`config.mk`:
```
export PLATFORM = sky130hd
export DESIGN_NAME = main_memory_arbiter
export DESIGN_NICKNAME = d
export VERILOG_FILES = /design/src/rtl/main_memory_arbiter_pkg.sv /design/src/rtl/main_memory_arbiter_priority_select.sv /design/src/rtl/main_memory_arbiter.sv
export SDC_FILE = /design/constraint.sdc
export NUM_CORES = 1
export LEC_CHECK = 0
export BUFFER_PORTS_ARGS = -buffer_cell sky130_fd_sc_hd__buf_2
export CAP_MARGIN = 25
export CORE_AREA = 2 2 94 114
export CTS_CLUSTER_SIZE = 10
export DETAILED_ROUTE_END_ITERATION = 12
export DIE_AREA = 0 0 96 116
export GPL_ROUTABILITY_DRIVEN = 0
export PLACE_DENSITY_LB_ADDON = 0.08
export SYNTH_ARGS = -nofsm -noshare
export SYNTH_HDL_FRONTEND = slang
export SYNTH_SLANG_ARGS = --single-unit
```
`constraint.sdc`:
```
create_clock -name clk -period 2.1 [get_ports clk]
set_input_delay 0.315 -clock clk [delete_from_list [all_inputs] [get_ports clk]]
set_output_delay 0.315 -clock clk [all_outputs]
set_load 0.01 [all_outputs]
```
`src/rtl/main_memory_arbiter_pkg.sv`:
```
// Shared encodings for the main memory arbiter: sequencer states and the
// owner code reported on the status port.
package main_memory_arbiter_pkg;

    typedef enum logic [1:0] {
        IDLE    = 2'd0,
        ACCESS  = 2'd1,
        RESPOND = 2'd2
    } arb_state_e;

    typedef enum logic [1:0] {
        NONE = 2'b00,
        CPU  = 2'b01,
        DBG  = 2'b10
    } owner_e;

endpackage

```
`src/rtl/main_memory_arbiter_priority_select.sv`:
```
// Combinational winner pick between the CPU and debug requesters, using
// round-robin on the previous owner plus the debug burst lock.
module arbiter_priority_select
    import main_memory_arbiter_pkg::*;
(
    input  logic   cpu_req_i,
    input  logic   dbg_req_i,
    input  logic   dbg_lock_i,
    input  owner_e last_owner_i,
    output owner_e winner_o
);

    always_comb begin
        winner_o = NONE;
        case ({cpu_req_i, dbg_req_i})
            2'b10: winner_o = CPU;
            2'b01: winner_o = DBG;
            2'b11: begin
                // A locked debug owner keeps the port; otherwise the other side gets its turn.
                if (last_owner_i == DBG && dbg_lock_i) begin
                    winner_o = DBG;
                end else if (last_owner_i == CPU) begin
                    winner_o = DBG;
                end else begin
                    winner_o = CPU;
                end
            end
            default: winner_o = NONE;
        endcase
    end

endmodule

```
`src/rtl/main_memory_arbiter.sv`:
```
// Shares the single-port main memory between the CPU data port and the debug
// loader port, one access at a time through an IDLE/ACCESS/RESPOND sequencer.
module main_memory_arbiter
    import main_memory_arbiter_pkg::*;
#(
    parameter int ADDRESS_LENGTH = 3,
    parameter int DATA_LENGTH    = 32
) (
    input  logic                      clk,
    input  logic                      reset,
    input  logic                      cpu_req,
    input  logic                      cpu_we,
    input  logic [ADDRESS_LENGTH-1:0] cpu_address,
    input  logic [DATA_LENGTH-1:0]    cpu_write_data,
    output logic                      cpu_grant,
    output logic                      cpu_done,
    input  logic                      dbg_req,
    input  logic                      dbg_we,
    input  logic [ADDRESS_LENGTH-1:0] dbg_address,
    input  logic [DATA_LENGTH-1:0]    dbg_write_data,
    input  logic                      dbg_lock,
    output logic                      dbg_grant,
    output logic                      dbg_done,
    output logic [DATA_LENGTH-1:0]    read_data,
    output logic [ADDRESS_LENGTH-1:0] mem_address,
    output logic [DATA_LENGTH-1:0]    mem_write_data,
    output logic                      mem_write_enable,
    input  logic [DATA_LENGTH-1:0]    mem_read_data,
    output logic [1:0]                owner
);

    arb_state_e                state_q, state_d;
    owner_e                    last_owner_q, last_owner_d;
    owner_e                    winner_q, winner_d;
    logic                      cmd_we_q, cmd_we_d;
    logic [ADDRESS_LENGTH-1:0] cmd_address_q, cmd_address_d;
    logic [DATA_LENGTH-1:0]    cmd_write_data_q, cmd_write_data_d;
    logic [DATA_LENGTH-1:0]    read_data_q, read_data_d;
    owner_e                    pick;

    arbiter_priority_select u_priority_select (
        .cpu_req_i    (cpu_req),
        .dbg_req_i    (dbg_req),
        .dbg_lock_i   (dbg_lock),
        .last_owner_i (last_owner_q),
        .winner_o     (pick)
    );

    // Debug starts as last owner so the CPU wins the first tie after reset.
    always_ff @(posedge clk or posedge reset) begin
        if (reset) begin
            state_q          <= IDLE;
            last_owner_q     <= DBG;
            winner_q         <= NONE;
            cmd_we_q         <= 1'b0;
            cmd_address_q    <= '0;
            cmd_write_data_q <= '0;
            read_data_q      <= '0;
        end else begin
            state_q          <= state_d;
            last_owner_q     <= last_owner_d;
            winner_q         <= winner_d;
            cmd_we_q         <= cmd_we_d;
            cmd_address_q    <= cmd_address_d;
            cmd_write_data_q <= cmd_write_data_d;
            read_data_q      <= read_data_d;
        end
    end

    always_comb begin
        state_d          = state_q;
        last_owner_d     = last_owner_q;
        winner_d         = winner_q;
        cmd_we_d         = cmd_we_q;
        cmd_address_d    = cmd_address_q;
        cmd_write_data_d = cmd_write_data_q;
        read_data_d      = read_data_q;
        case (state_q)
            IDLE: begin
                if (pick != NONE) begin
                    state_d      = ACCESS;
                    winner_d     = pick;
                    last_owner_d = pick;
                    // Requester inputs are captured here and ignored for the rest of the access.
                    if (pick == CPU) begin
                        cmd_we_d         = cpu_we;
                        cmd_address_d    = cpu_address;
                        cmd_write_data_d = cpu_write_data;
                    end else begin
                        cmd_we_d         = dbg_we;
                        cmd_address_d    = dbg_address;
                        cmd_write_data_d = dbg_write_data;
                    end
                end
            end
            ACCESS: begin
                state_d = RESPOND;
                if (!cmd_we_q) begin
                    read_data_d = mem_read_data;
                end
            end
            RESPOND: state_d = IDLE;
            default: state_d = IDLE;
        endcase
    end

    always_comb begin
        cpu_grant        = 1'b0;
        cpu_done         = 1'b0;
        dbg_grant        = 1'b0;
        dbg_done         = 1'b0;
        mem_address      = '0;
        mem_write_data   = '0;
        mem_write_enable = 1'b0;
        owner            = NONE;
        case (state_q)
            ACCESS: begin
                mem_address      = cmd_address_q;
                mem_write_data   = cmd_write_data_q;
                mem_write_enable = cmd_we_q;
                cpu_grant        = (winner_q == CPU);
                dbg_grant        = (winner_q == DBG);
                owner            = winner_q;
            end
            RESPOND: begin
                cpu_done = (winner_q == CPU);
                dbg_done = (winner_q == DBG);
                owner    = winner_q;
            end
            default: ;
        endcase
    end

    assign read_data = read_data_q;

endmodule

```
==> metrics.md, run 1 <==
| Metric | Value |
|---|---|
| Worst slew pin tran | `approximately 0.97 ns` |
| Die height | `116 µm` |
| Status | `complete, no violations` |
| Routed WL | `11.0 mm` |
| Share of the synthesized area in the top cell type | `45.7%` |
| Die extent in x | `96 µm` |
| Layout net count | `636` |
| Total grt overflow | `0` |
| Mapped Cells | `between 300 and 400` |
| Drt wl/cell | `16.8 µm` |
| Top cells by area, synth | `dfrtp_1 46%, o31ai_2 9.5%, mux2_2 8.9%, a41oi_1 8.0%, and2_1 6.0%` |
| Synth cell types | `29` |
| 1st-iter DRT viols | `154` |
| H-tree Lvls | `3` |
| Setup slack after layout | `0.142 ns` |
| Max-slew headroom | `35.0%` |
| Reg2Reg Capture Point | `cmd_write_data_q[29]$_DFFE_PP0P_` |
| First-pass GRT wire length | `16.5 mm` |
| Placed insts | `639` |
| Largest net degree at the start of global routing | `40` |
| VDD IR max | `between 0.5 and 0.6 mV` |
| Filler instances | `965` |
| Nature of the critical path startpoint | `flop` |
| Worst reg2reg path depth | `3` |
| Number of global-route vias before repair | `3287` |
| Leakage power | `2.46 nW` |
| Layout cells sized above 1 | `53.8%` |
| Seq/Total Area, Yosys | `a little under half` |
| Primary FF master, synth | `dfrtp_1` |
| Post-detail-place hpwl | `7.75 mm` |
| Crit path kind | `flop to output port` |
| GRT Util Overall | `19.4%` |
| Worst hold slack | `0.0486 ns` |
| IO buf count | `182` |
| CTS root buf | `clkbuf_16` |
| Vias per cell | `5.32` |
| Fin. Hold Viols | `0` |
| Seq cells post-synth | `73` |
| Slew Viols, Final | `0` |
| Final count of negative-setup-slack endpoints | `0` |
| RSZ-0062 raised after global routing | `false` |
| Max-Cap Viols | `0` |
| Slowest CP cell | `dfrtp_1` |
| Routed Antenna Nets | `0` |
| TNS Setup | `0 ns` |
| Most common cell after layout, fill and taps aside | `buf_2` |
| CP Data Required Time | `1.78 ns` |
| CP endpoint | `mem_write_data[24]` |
| Reg2Reg Setup Slack | `approximately 0.37 ns` |
| # rows | `40` |
| Area growth, synth to finish | `33.7%` |
| PD cells | `1440 nW/µm²` |
| Vias | `3490` |
| Reg2reg start | `last_owner_q[1]$_DFFE_PP1P_` |
| Net Count, Synth | `466` |
| Tot Pwr | `7.58 mW` |
| Place WS | `~0.42 ns` |
| Cell Chain, Critical Path | `inv_1 > ha_1 > buf_4 > and2_1 > buf_2` |
| Final period util | `93.2%` |
| Syn Area/Cell | `11.1 µm²` |
| WP data arrival | `1.64 ns` |
| # IOs | `183` |
| Layout Cells excl Fill | `approximately 660` |
| Die Outline Area | `around 11000 µm²` |
| Clock Latency Late Sink | `0.32 ns` |
| CP Capture Type | `output port` |
| CP Max Fanout | `28` |
| DRT Pass-1 Iters | `4` |
| Num CTS Buffers | `9` |
| Clk_skew | `0.0102 ns` |
| Initial antenna violation count | `2` |
| Initial cell density of the core | `39.5%` |
| CTS resizes | `0` |
| Tightest Hold Check Type | `primary input to asynchronous set/reset pin` |
| Max Root-Sink Buffers | `2` |
| Worst Setup SP | `state_q[1]$_DFFE_PP0P_` |
| CTS tree | `done` |
| Worst-path clk slew | `approximately 0.060 ns` |
| Most frequent cells in the layout | `182 x buf_2, 72 x dfrtp_1, 39 x nor2_1, 38 x a21oi_1, 38 x and2_1` |
| Core area | `9960 µm²` |
| Synth area leader | `dfrtp_1` |
| Post-synth EDFFs | `0` |
| CP max stage delay | `around 0.40 ns` |
| Drc violations | `0` |
| Yosys Warn Count | `0` |
| Hold Buf Count CTS | `0` |
| Min cycle time layout | `1.96 ns` |
| Post-Syn Area | `3940 µm²` |
| Fmax | `a little over 500 MHz` |
| Post-CTS Repair Setup Buffers | `0` |
| Clock Sinks | `73` |
| Async SR Flop Fraction | `100%` |
-- worst min-delay path by stage --
stage / startpoint / endpoint / slack (ns)
after floorplan: dbg_address[1] / cmd_address_q[1]$_DFFE_PP0P_ / 0.45
after global placement: reset / read_data[1]$_DFFE_PP0P_ / 0.40
after detailed placement: reset / cmd_write_data_q[16]$_DFFE_PP0P_ / 0.41
after CTS: reset / cmd_write_data_q[17]$_DFFE_PP0P_ / 0.05
after global routing: reset / cmd_write_data_q[16]$_DFFE_PP0P_ / 0.08
final: reset / cmd_write_data_q[17]$_DFFE_PP0P_ / 0.05
-- cell families after synthesis --
logic type	share of synthesized area [%]
compound gates	24.3
fa+ha+maj	0.953
buf+inv	6.35
flops	46.4
mux	9.43
simple gates	12.5
-- critical path: cells and delay by family, from the launching register on --
family	cells	cell delay [ns]
buffers and inverters	3	0.51
DFF	1	0.40
adders and majority gates	1	0.21
and+or+nand+nor	1	0.19
-- synthesized netlist by cell type (2+ instances only) --
| master | instances |
|---|---|
| o31ai_1 | 6 |
| buf_2 | 19 |
| buf_6 | 4 |
| and3b_1 | 5 |
| inv_1 | 3 |
| dfrtp_1 | 72 |
| o31ai_2 | 30 |
| buf_4 | 9 |
| a41oi_1 | 36 |
| mux2_2 | 31 |
| clkbuf_1 | 6 |
| a21oi_1 | 38 |
| nor2_1 | 39 |
| and2_1 | 38 |
| mux2_1 | 2 |
| ha_1 | 3 |
-- state kept, by name, indices dropped and copies added, names as in the netlist --
| signal | flops |
|---|---|
| read_data | 32 |
| winner_q | 1 |
| state_q | 2 |
| cmd_address_q | 3 |
| cmd_we_q | 1 |
| cmd_write_data_q | 32 |
| last_owner_q | 2 |
-- report_power, final --
part	leakage (nW)	switching (mW)	internal, mW
clock	0.148	0.567	0.980
sequential	0.840	0.370	2.14
combinational	1.47	1.86	1.66
-- through the flow --
stage          util (%)  instance area (µm²)
5_1_grt            52.9                 5270
6_report           52.9                 5270
2_1_floorplan         -                 3940
3_5_place_dp       49.8                 4960
3_3_place_gp       49.8                 4960
4_1_cts            52.8                 5260
-- routing by layer --
metal  vias to the layer above  GRT usage, %  routed length, µm
met5                         -             0                  0
met4                         0          8.57                206
met3                        14          3.71                706
met2                       161          31.5               5380
met1                      1662          24.9               4730
li1                       1653             -                  -
-- cell type report --
class,instances,area [µm²],share of cell area [%]
flip-flops and latches,73,1830,34.7
diodes,2,5.00,0.0950
inverters,4,18.8,0.356
repair buffers,198,1080,20.5
multi-input cells,238,1870,35.6
clock inverters,4,51.3,0.974
clock buffers,11,253,4.80
well taps,126,158,2.99
Note: power is estimated with default switching activity, not from simulation.
==> run 2, diff against run 1 <==
--- a/config.mk
+++ b/config.mk
@@ -7,10 +7,10 @@
 export LEC_CHECK = 0
 export BUFFER_PORTS_ARGS = -buffer_cell sky130_fd_sc_hd__buf_2
 export CAP_MARGIN = 25
-export CORE_AREA = 2 2 94 114
+export CORE_AREA = 2 2 93 113
 export CTS_CLUSTER_SIZE = 10
 export DETAILED_ROUTE_END_ITERATION = 12
-export DIE_AREA = 0 0 96 116
+export DIE_AREA = 0 0 95 115
 export GPL_ROUTABILITY_DRIVEN = 0
 export PLACE_DENSITY_LB_ADDON = 0.08
 export SYNTH_ARGS = -nofsm -noshare
==> metrics.md, run 2 (same netlist as run 1, synthesis figures left out) <==
| Metric | Value |
|---|---|
| TNS Setup | `0 ns (unchanged)` |
| CP Data Required Time | `1.78 ns (about the same)` |
| H-tree Lvls | `3 (unchanged)` |
| Post-CTS Repair Setup Buffers | `0 (unchanged)` |
| Drt wl/cell | `17.1 µm (+1.5%)` |
| # IOs | `183 (unchanged)` |
| RSZ-0062 raised after global routing | `false` |
| Initial cell density of the core | `39.9% (+0.40 points)` |
| Largest net degree at the start of global routing | `38 (-5.0%)` |
| 1st-iter DRT viols | `180 (+17%)` |
| Nature of the critical path startpoint | `flop` |
| Layout cells sized above 1 | `53.8% (unchanged)` |
| Clock Latency Late Sink | `0.33 ns (about the same)` |
| Min cycle time layout | `1.86 ns (-0.0992 ns)` |
| GRT Util Overall | `20.4% (+1.0 points)` |
| Final count of negative-setup-slack endpoints | `0 (unchanged)` |
| Drc violations | `0 (unchanged)` |
| CTS tree | `done` |
| CP Capture Type | `output port` |
| Crit path kind | `flop to output port` |
| CP Max Fanout | `20 (-29%)` |
| Max-Cap Viols | `0 (unchanged)` |
| Slowest CP cell | `dfrtp_1` |
| Slew Viols, Final | `0 (unchanged)` |
| Max-slew headroom | `29.6% (-5.4 points)` |
| Vias per cell | `5.35 (+0.54%)` |
| Max Root-Sink Buffers | `2 (unchanged)` |
| Reg2Reg Capture Point | `cmd_write_data_q[10]$_DFFE_PP0P_` |
| Tot Pwr | `7.68 mW (+1.3%)` |
| # diodes | `0 (-2)` |
| Area growth, synth to finish | `34.0%` |
| Critical path's top delay family | `buffers and inverters` |
| Leakage power | `2.46 nW (about the same)` |
| VDD IR max | `0.631 mV (+11%)` |
| Fin. Hold Viols | `0 (unchanged)` |
| Post-DP Area | `4960 µm² (unchanged)` |
| Total grt overflow | `0 (unchanged)` |
| Die extent in x | `95 µm (-1.0%)` |
| Core area | `9860 µm² (-1.0%)` |
| CP max stage delay | `0.40 ns (about the same)` |
| Final period util | `88.5% (-4.7 points)` |
| Reg2reg start | `state_q[0]$_DFFE_PP0P_` |
| Status | `complete, no violations` |
| Post-detail-place hpwl | `7.87 mm (+1.6%)` |
| # rows | `40 (unchanged)` |
| Worst-path clk slew | `0.06 ns (about the same)` |
| Hold Buf Count CTS | `0 (unchanged)` |
| Worst slew pin tran | `1.05 ns (+0.0804 ns)` |
| First-pass GRT wire length | `17.1 mm (+3.6%)` |
| Die Outline Area | `10900 µm² (-1.9%)` |
| CTS root buf | `clkbuf_16` |
| Routed WL | `11.2 mm (+1.2%)` |
| Number of global-route vias before repair | `3464 (+5.4%)` |
| PD cells | `1460 nW/µm² (+1.1%)` |
| Reg2Reg Setup Slack | `0.39 ns (+0.02 ns)` |
| Worst path bufs/invs | `3 (unchanged)` |
| Num CTS Buffers | `9 (unchanged)` |
| Routed Antenna Nets | `0 (unchanged)` |
| WP data arrival | `1.54 ns (-0.10 ns)` |
| Layout net count | `636 (unchanged)` |
| Die height | `115 µm (-0.86%)` |
| Initial antenna violation count | `0 (-2)` |
| Worst reg2reg path depth | `5 (+2)` |
| Fmax | `538 MHz (+5.3%)` |
| Cell Chain, Critical Path | `inv_1 > ha_1 > buf_4 > and2_1 > buf_2` |
| Vias | `3498 (+0.23%)` |
| Most common cell after layout, fill and taps aside | `buf_2` |
| Most frequent cells in the layout | `182 x buf_2, 72 x dfrtp_1, 39 x nor2_1, 38 x a21oi_1, 38 x and2_1` |
| Filler instances | `934 (-3.2%)` |
| IO buf count | `182 (unchanged)` |
| CTS resizes | `0 (unchanged)` |
| Tightest Hold Check Type | `primary input to asynchronous set/reset pin` |
| DRT Pass-1 Iters | `4 (unchanged)` |
| Fin area | `5280 µm² (+0.19%)` |
| Clock Sinks | `73 (unchanged)` |
| Clk_skew | `0.00755 ns (-0.00263 ns)` |
run 2: cell types whose count changed in the layout (fill, tap and decap cells not counted):
| cell | change |
|---|---|
| diode_2 | -2 |
| bufinv_16 | +1 |
| clkbuf_8 | -1 |
| clkinvlp_4 | +1 |
| inv_6 | -1 |
run 2: worst reg2reg max path: stages, from the launching register on:
cell and delay, ns:
dfrtp_1 0.38, inv_1 0.10, ha_1 0.35, o21ai_4 0.35
a41oi_1 0.31, a21oi_1 0.09
run 2: layer usage:
| layer | vias up | GRT usage (%) | routed length, µm |
|---|---|---|---|
| met5 | - | 0 | 0 |
| met4 | 0 | 10.7 | 333 |
| met3 | 27 | 3.80 | 716 |
| met2 | 152 | 33.4 | 5410 |
| met1 | 1673 | 25.5 | 4700 |
| li1 | 1646 | - | - |
run 2: stage by stage:
| step | hold WS (ns) | util [%] | cells | setup slack [ns] |
|---|---|---|---|---|
| finish | 0.0209 | 53.5 | 654 | 0.242 |
| global route | 0.0500 | 53.5 | 654 | 0.169 |
| CTS | 0.0301 | 53.5 | 654 | 0.236 |
| detailed placement | 0.384 | 50.3 | 639 | 0.368 |
| global placement | 0.385 | 50.3 | 639 | 0.419 |
| floorplan | 0.446 | - | 354 | 0.536 |
run 2: layout make-up:
type | instances | area [µm²] | share of cell area [%]
clock buffers | 10 | 239 | 4.53
flip-flops and latches | 73 | 1830 | 34.6
well taps | 126 | 158 | 2.99
multi-input cells | 238 | 1870 | 35.5
inverters | 4 | 18.8 | 0.356
repair buffers | 198 | 1080 | 20.5
clock inverters | 5 | 80.1 | 1.52
run 2: power breakdown:
part	internal, mW	total [mW]	switching (mW)
sequential	2.14	2.51	0.370
combinational	1.66	3.54	1.88
clock	1.06	1.64	0.572
total	4.86	7.68	2.82
run 2: worst max-delay path by stage:
stage | endpoint | depth (start not counted) | slack [ns] | from
after floorplan | read_data[20]$_DFFE_PP0P_ | 6 | 0.54 | state_q[1]$_DFFE_PP0P_
after global placement | cmd_write_data_q[9]$_DFFE_PP0P_ | 4 | 0.42 | cpu_req
after detailed placement | cmd_write_data_q[9]$_DFFE_PP0P_ | 4 | 0.37 | cpu_req
after CTS | mem_address[1] | 5 | 0.24 | state_q[1]$_DFFE_PP0P_
after global routing | mem_address[1] | 5 | 0.17 | state_q[1]$_DFFE_PP0P_
final | mem_address[1] | 5 | 0.24 | state_q[1]$_DFFE_PP0P_
==> run 3, diff against run 2 <==
--- a/config.mk
+++ b/config.mk
@@ -7,12 +7,13 @@
 export LEC_CHECK = 0
 export BUFFER_PORTS_ARGS = -buffer_cell sky130_fd_sc_hd__buf_2
 export CAP_MARGIN = 25
-export CORE_AREA = 2 2 93 113
+export CORE_AREA = 2 2 89 108
 export CTS_CLUSTER_SIZE = 10
 export DETAILED_ROUTE_END_ITERATION = 12
-export DIE_AREA = 0 0 95 115
+export DIE_AREA = 0 0 91 110
 export GPL_ROUTABILITY_DRIVEN = 0
 export PLACE_DENSITY_LB_ADDON = 0.08
 export SYNTH_ARGS = -nofsm -noshare
 export SYNTH_HDL_FRONTEND = slang
+export SYNTH_HIERARCHICAL = 1
 export SYNTH_SLANG_ARGS = --single-unit
==> metrics.md, run 3 <==
| Metric | Value |
|---|---|
| Met3 WL post-DR | `688 µm (-3.9%)` |
| Final count of negative-setup-slack endpoints | `0 (unchanged)` |
| Max Root-Sink Buffers | `2 (unchanged)` |
| Sw Ratio | `36.5% (-0.21 points)` |
| H-tree Lvls | `3 (unchanged)` |
| Layout Cells excl Fill | `595 (-9.0%)` |
| XOR/XNOR Fraction of Synth Area | `0% (unchanged)` |
| Net Count, Synth | `400 (-14%)` |
| Compound-Gate Fraction of Synth Area | `16.4% (-8.0 points)` |
| Core area | `8940 µm² (-9.3%)` |
| Count leader, synth | `dfrtp_1` |
| Fmax | `511 MHz (-5.1%)` |
| Placed insts | `577 (-9.7%)` |
| Synth cell types | `33 (+14%)` |
| Flop pwr share | `34.0% (+1.3 points)` |
| Layout net count | `583 (-8.3%)` |
| First-pass GRT wire length | `14.6 mm (-15%)` |
| Leakage power | `2.43 nW (-1.2%)` |
| CP max stage delay | `0.39 ns (about the same)` |
| Die Outline Area | `10000 µm² (-8.4%)` |
| Routed WL | `9.46 mm (-15%)` |
| Setup slack after layout | `0.142 ns (-0.0997 ns)` |
| Syn Area/Cell | `12.5 µm² (+12%)` |
| CTS root buf | `clkbuf_8` |
| Post-Synth Adder-Cell Area | `1.39% (+0.44 points)` |
| Top cells by area, synth | `dfrtp_1 50%, mux2_4 13%, and2_1 6.6%, o22ai_1 5.7%, a2bb2oi_1 5.1%` |
| Power share of the clock group | `15.9% (-5.4 points)` |
| Drt wl/cell | `15.9 µm (-6.8%)` |
| Worst slew pin tran | `0.636 ns (-0.416 ns)` |
| Max-Cap Viols | `0 (unchanged)` |
| Fin area | `4850 µm² (-8.0%)` |
| Drc violations | `0 (unchanged)` |
| Crit path kind | `flop to output port` |
| Post-detail-place hpwl | `6.63 mm (-16%)` |
| Slew Viols, Final | `0 (unchanged)` |
| Number of global-route vias before repair | `2890 (-17%)` |
| Largest net degree at the start of global routing | `36 (-5.3%)` |
| Mapped Cells | `287 (-19%)` |
| Met2 WL post-DR | `4.49 mm (-17%)` |
| Synth Area in Simple Gates | `12.6% (+0.093 points)` |
| Worst-path clk slew | `0.07 ns (about the same)` |
| DRT Pass-1 Iters | `4 (unchanged)` |
| Layout Utilization | `54.3% (+0.77 points)` |
| Most frequent cells after synthesis | `72 x dfrtp_1, 38 x and2_1, 33 x o22ai_1` |
| Synth area leader | `dfrtp_1` |
| Share of the synthesized area in the top cell type | `50.2% (+4.4 points)` |
| Total grt overflow | `0 (unchanged)` |
| Multiplexer share of the synthesized area | `13.2% (+3.7 points)` |
| Most frequent cells in the layout | `182 x buf_2, 72 x dfrtp_1, 38 x and2_1, 33 x o22ai_1, 30 x mux2_4` |
| Num CTS Buffers | `9 (unchanged)` |
| Critical path's top delay family | `buffers and inverters` |
| VDD IR max | `0.732 mV (+16%)` |
| IO buf count | `182 (unchanged)` |
| Primary FF master, synth | `dfrtp_1` |
| 1st-iter DRT viols | `106 (-41%)` |
| PD cells | `1530 nW/µm² (+5.3%)` |
| Vias | `2899 (-17%)` |
| Nature of the critical path startpoint | `flop` |
| CP Capture Type | `output port` |
| Clock Latency Late Sink | `0.35 ns (+0.02 ns)` |
| # IOs | `183 (unchanged)` |
| Layout cells sized above 1 | `53.9% (+0.11 points)` |
| CP Data Required Time | `1.78 ns (about the same)` |
| Clock Sinks | `73 (unchanged)` |
| Clk_skew | `0.0114 ns (+0.00387 ns)` |
| Post-Syn Area | `3590 µm² (-8.8%)` |
| RSZ-0062 raised after global routing | `false` |
| Top Layer Used | `met4` |
| Max-slew headroom | `57.5% (+28 points)` |
| Tot Pwr | `7.44 mW (-3.1%)` |
| Final period util | `93.2% (+4.7 points)` |
| Die extent in x | `91 µm (-4.2%)` |
| Largest family of logic cells by synthesized area | `compound AO/OA/AOI/OAI gates` |
| WP data arrival | `1.64 ns (+0.10 ns)` |
| Tightest Hold Check Type | `primary input to asynchronous set/reset pin` |
| Post-DP Area | `4600 µm² (-7.1%)` |
| Yosys Warn Count | `6 (+6)` |
| Seq cells post-synth | `73 (unchanged)` |
| Most common cell after layout, fill and taps aside | `buf_2` |
| Initial antenna violation count | `0 (unchanged)` |
| Vias per cell | `4.87 (-8.9%)` |
| Area growth, synth to finish | `35.1%` |
| Initial cell density of the core | `40.2% (+0.24 points)` |
| Comb pwr share | `50.1% (+4.1 points)` |
| TNS Setup | `0 ns (unchanged)` |
| Switching power | `2.72 mW (-3.7%)` |
| Routed Antenna Nets | `0 (unchanged)` |
| Fin. Hold Viols | `0 (unchanged)` |
| Min cycle time layout | `1.96 ns (+0.0997 ns)` |
| Worst hold slack | `0.0501 ns (+0.0292 ns)` |
| Async SR Flop Fraction | `100% (unchanged)` |
| # rows | `38 (-5.0%)` |
| # diodes | `0 (unchanged)` |
| CP Max Fanout | `20 (unchanged)` |
| Worst path bufs/invs | `3 (unchanged)` |
| Cell Chain, Critical Path | `inv_1 > ha_2 > buf_4 > and2_1 > buf_2` |
| GRT Util Overall | `18.7% (-1.7 points)` |
| Internal power | `4.73 mW (-2.8%)` |
| Slowest CP cell | `dfrtp_1` |
| Die height | `110 µm (-4.3%)` |
| Seq/Total Area, Yosys | `50.9% (+4.5 points)` |
| Wl on met1 | `4.14 mm (-12%)` |
| Post-synth EDFFs | `0 (unchanged)` |
| Place WS | `0.135 ns (-0.233 ns)` |
| Status | `complete, no violations` |
| CTS tree | `done` |
| Filler instances | `842 (-9.9%)` |
## run 3: cell types whose count changed in the layout (fill, tap and decap cells not counted), moves of 9 or more
cell,delta
a21oi_1,-30
mux2_2,-29
a2bb2oi_1,+21
mux2_4,+30
nor2_1,-27
o31ai_2,-30
o22ai_1,+33
clkbuf_16,-9
a41oi_1,-36
## run 3: what timing repair did
action                     CTS  global route
resized for setup            0             6
setup buffers                0             1
hold buffers                 0             0
setup endpoints to repair    0            45
## run 3: cell type report
type                       count  area [µm²]  area share [%]
clock inverter                 6        82.6            1.70
inverter                       6        30.0           0.619
timing repair buffer         193        1040            21.5
clock buffer                  10         128            2.63
sequential                    73        1830            37.7
tap                          120         150            3.09
timing repair inverter         1        7.51           0.155
multi-input combinational    186        1580            32.6
## run 3: worst reg2reg max path, delay by kind of cell, from the launching register on
family	cells	cell delay [ns]
compound gates	2	0.58
flops	1	0.47
simple gates	3	0.80
## run 3: kinds of logic (layout without fill, tap and decap cells)
logic type                 count (synthesis)  after routing
AOI/OAI and AO/OA                         77             77
DFF                                       73             73
and+or+nand+nor                           73             73
muxes                                     32             32
buffers and inverters                     28            216
adders and majority gates                  4              4
## run 3: worst paths after layout
check                                                 start                         endpoint  slack [ns]  cells after the start
worst max register to register  last_owner_q[0]$_DFFE_PP0P_  cmd_write_data_q[7]$_DFFE_PP0P_        0.17                      5
worst min register to register  last_owner_q[1]$_DFFE_PP1P_      last_owner_q[1]$_DFFE_PP1P_        0.48                      2
max in group asynchronous                             reset      last_owner_q[1]$_DFFE_PP1P_        1.47                      3
worst min-delay path                                  reset        read_data[15]$_DFFE_PP0P_        0.05                      2
worst max-delay path                 state_q[1]$_DFFE_PP0P_               mem_write_data[20]        0.14                      5
min in group clk                           mem_read_data[7]         read_data[7]$_DFFE_PP0P_        0.19                      2
## run 3: power by group through the flow
stage                     clock network (mW)  registers, mW  logic [mW]
after CTS                               1.22           2.54        3.74
after detailed placement                   0           2.53        3.75
after global placement                     0           2.54        3.68
after floorplan                            0           2.62        2.49
final                                   1.18           2.53        3.73
after global routing                    1.29           2.63        4.07
## run 3: layer usage
metal | track usage, % | vias to the layer above
li1 | - | 1407
met1 | 24.1 | 1361
met2 | 29.6 | 118
met3 | 5.57 | 13
met4 | 7.58 | 0
met5 | 0 | -
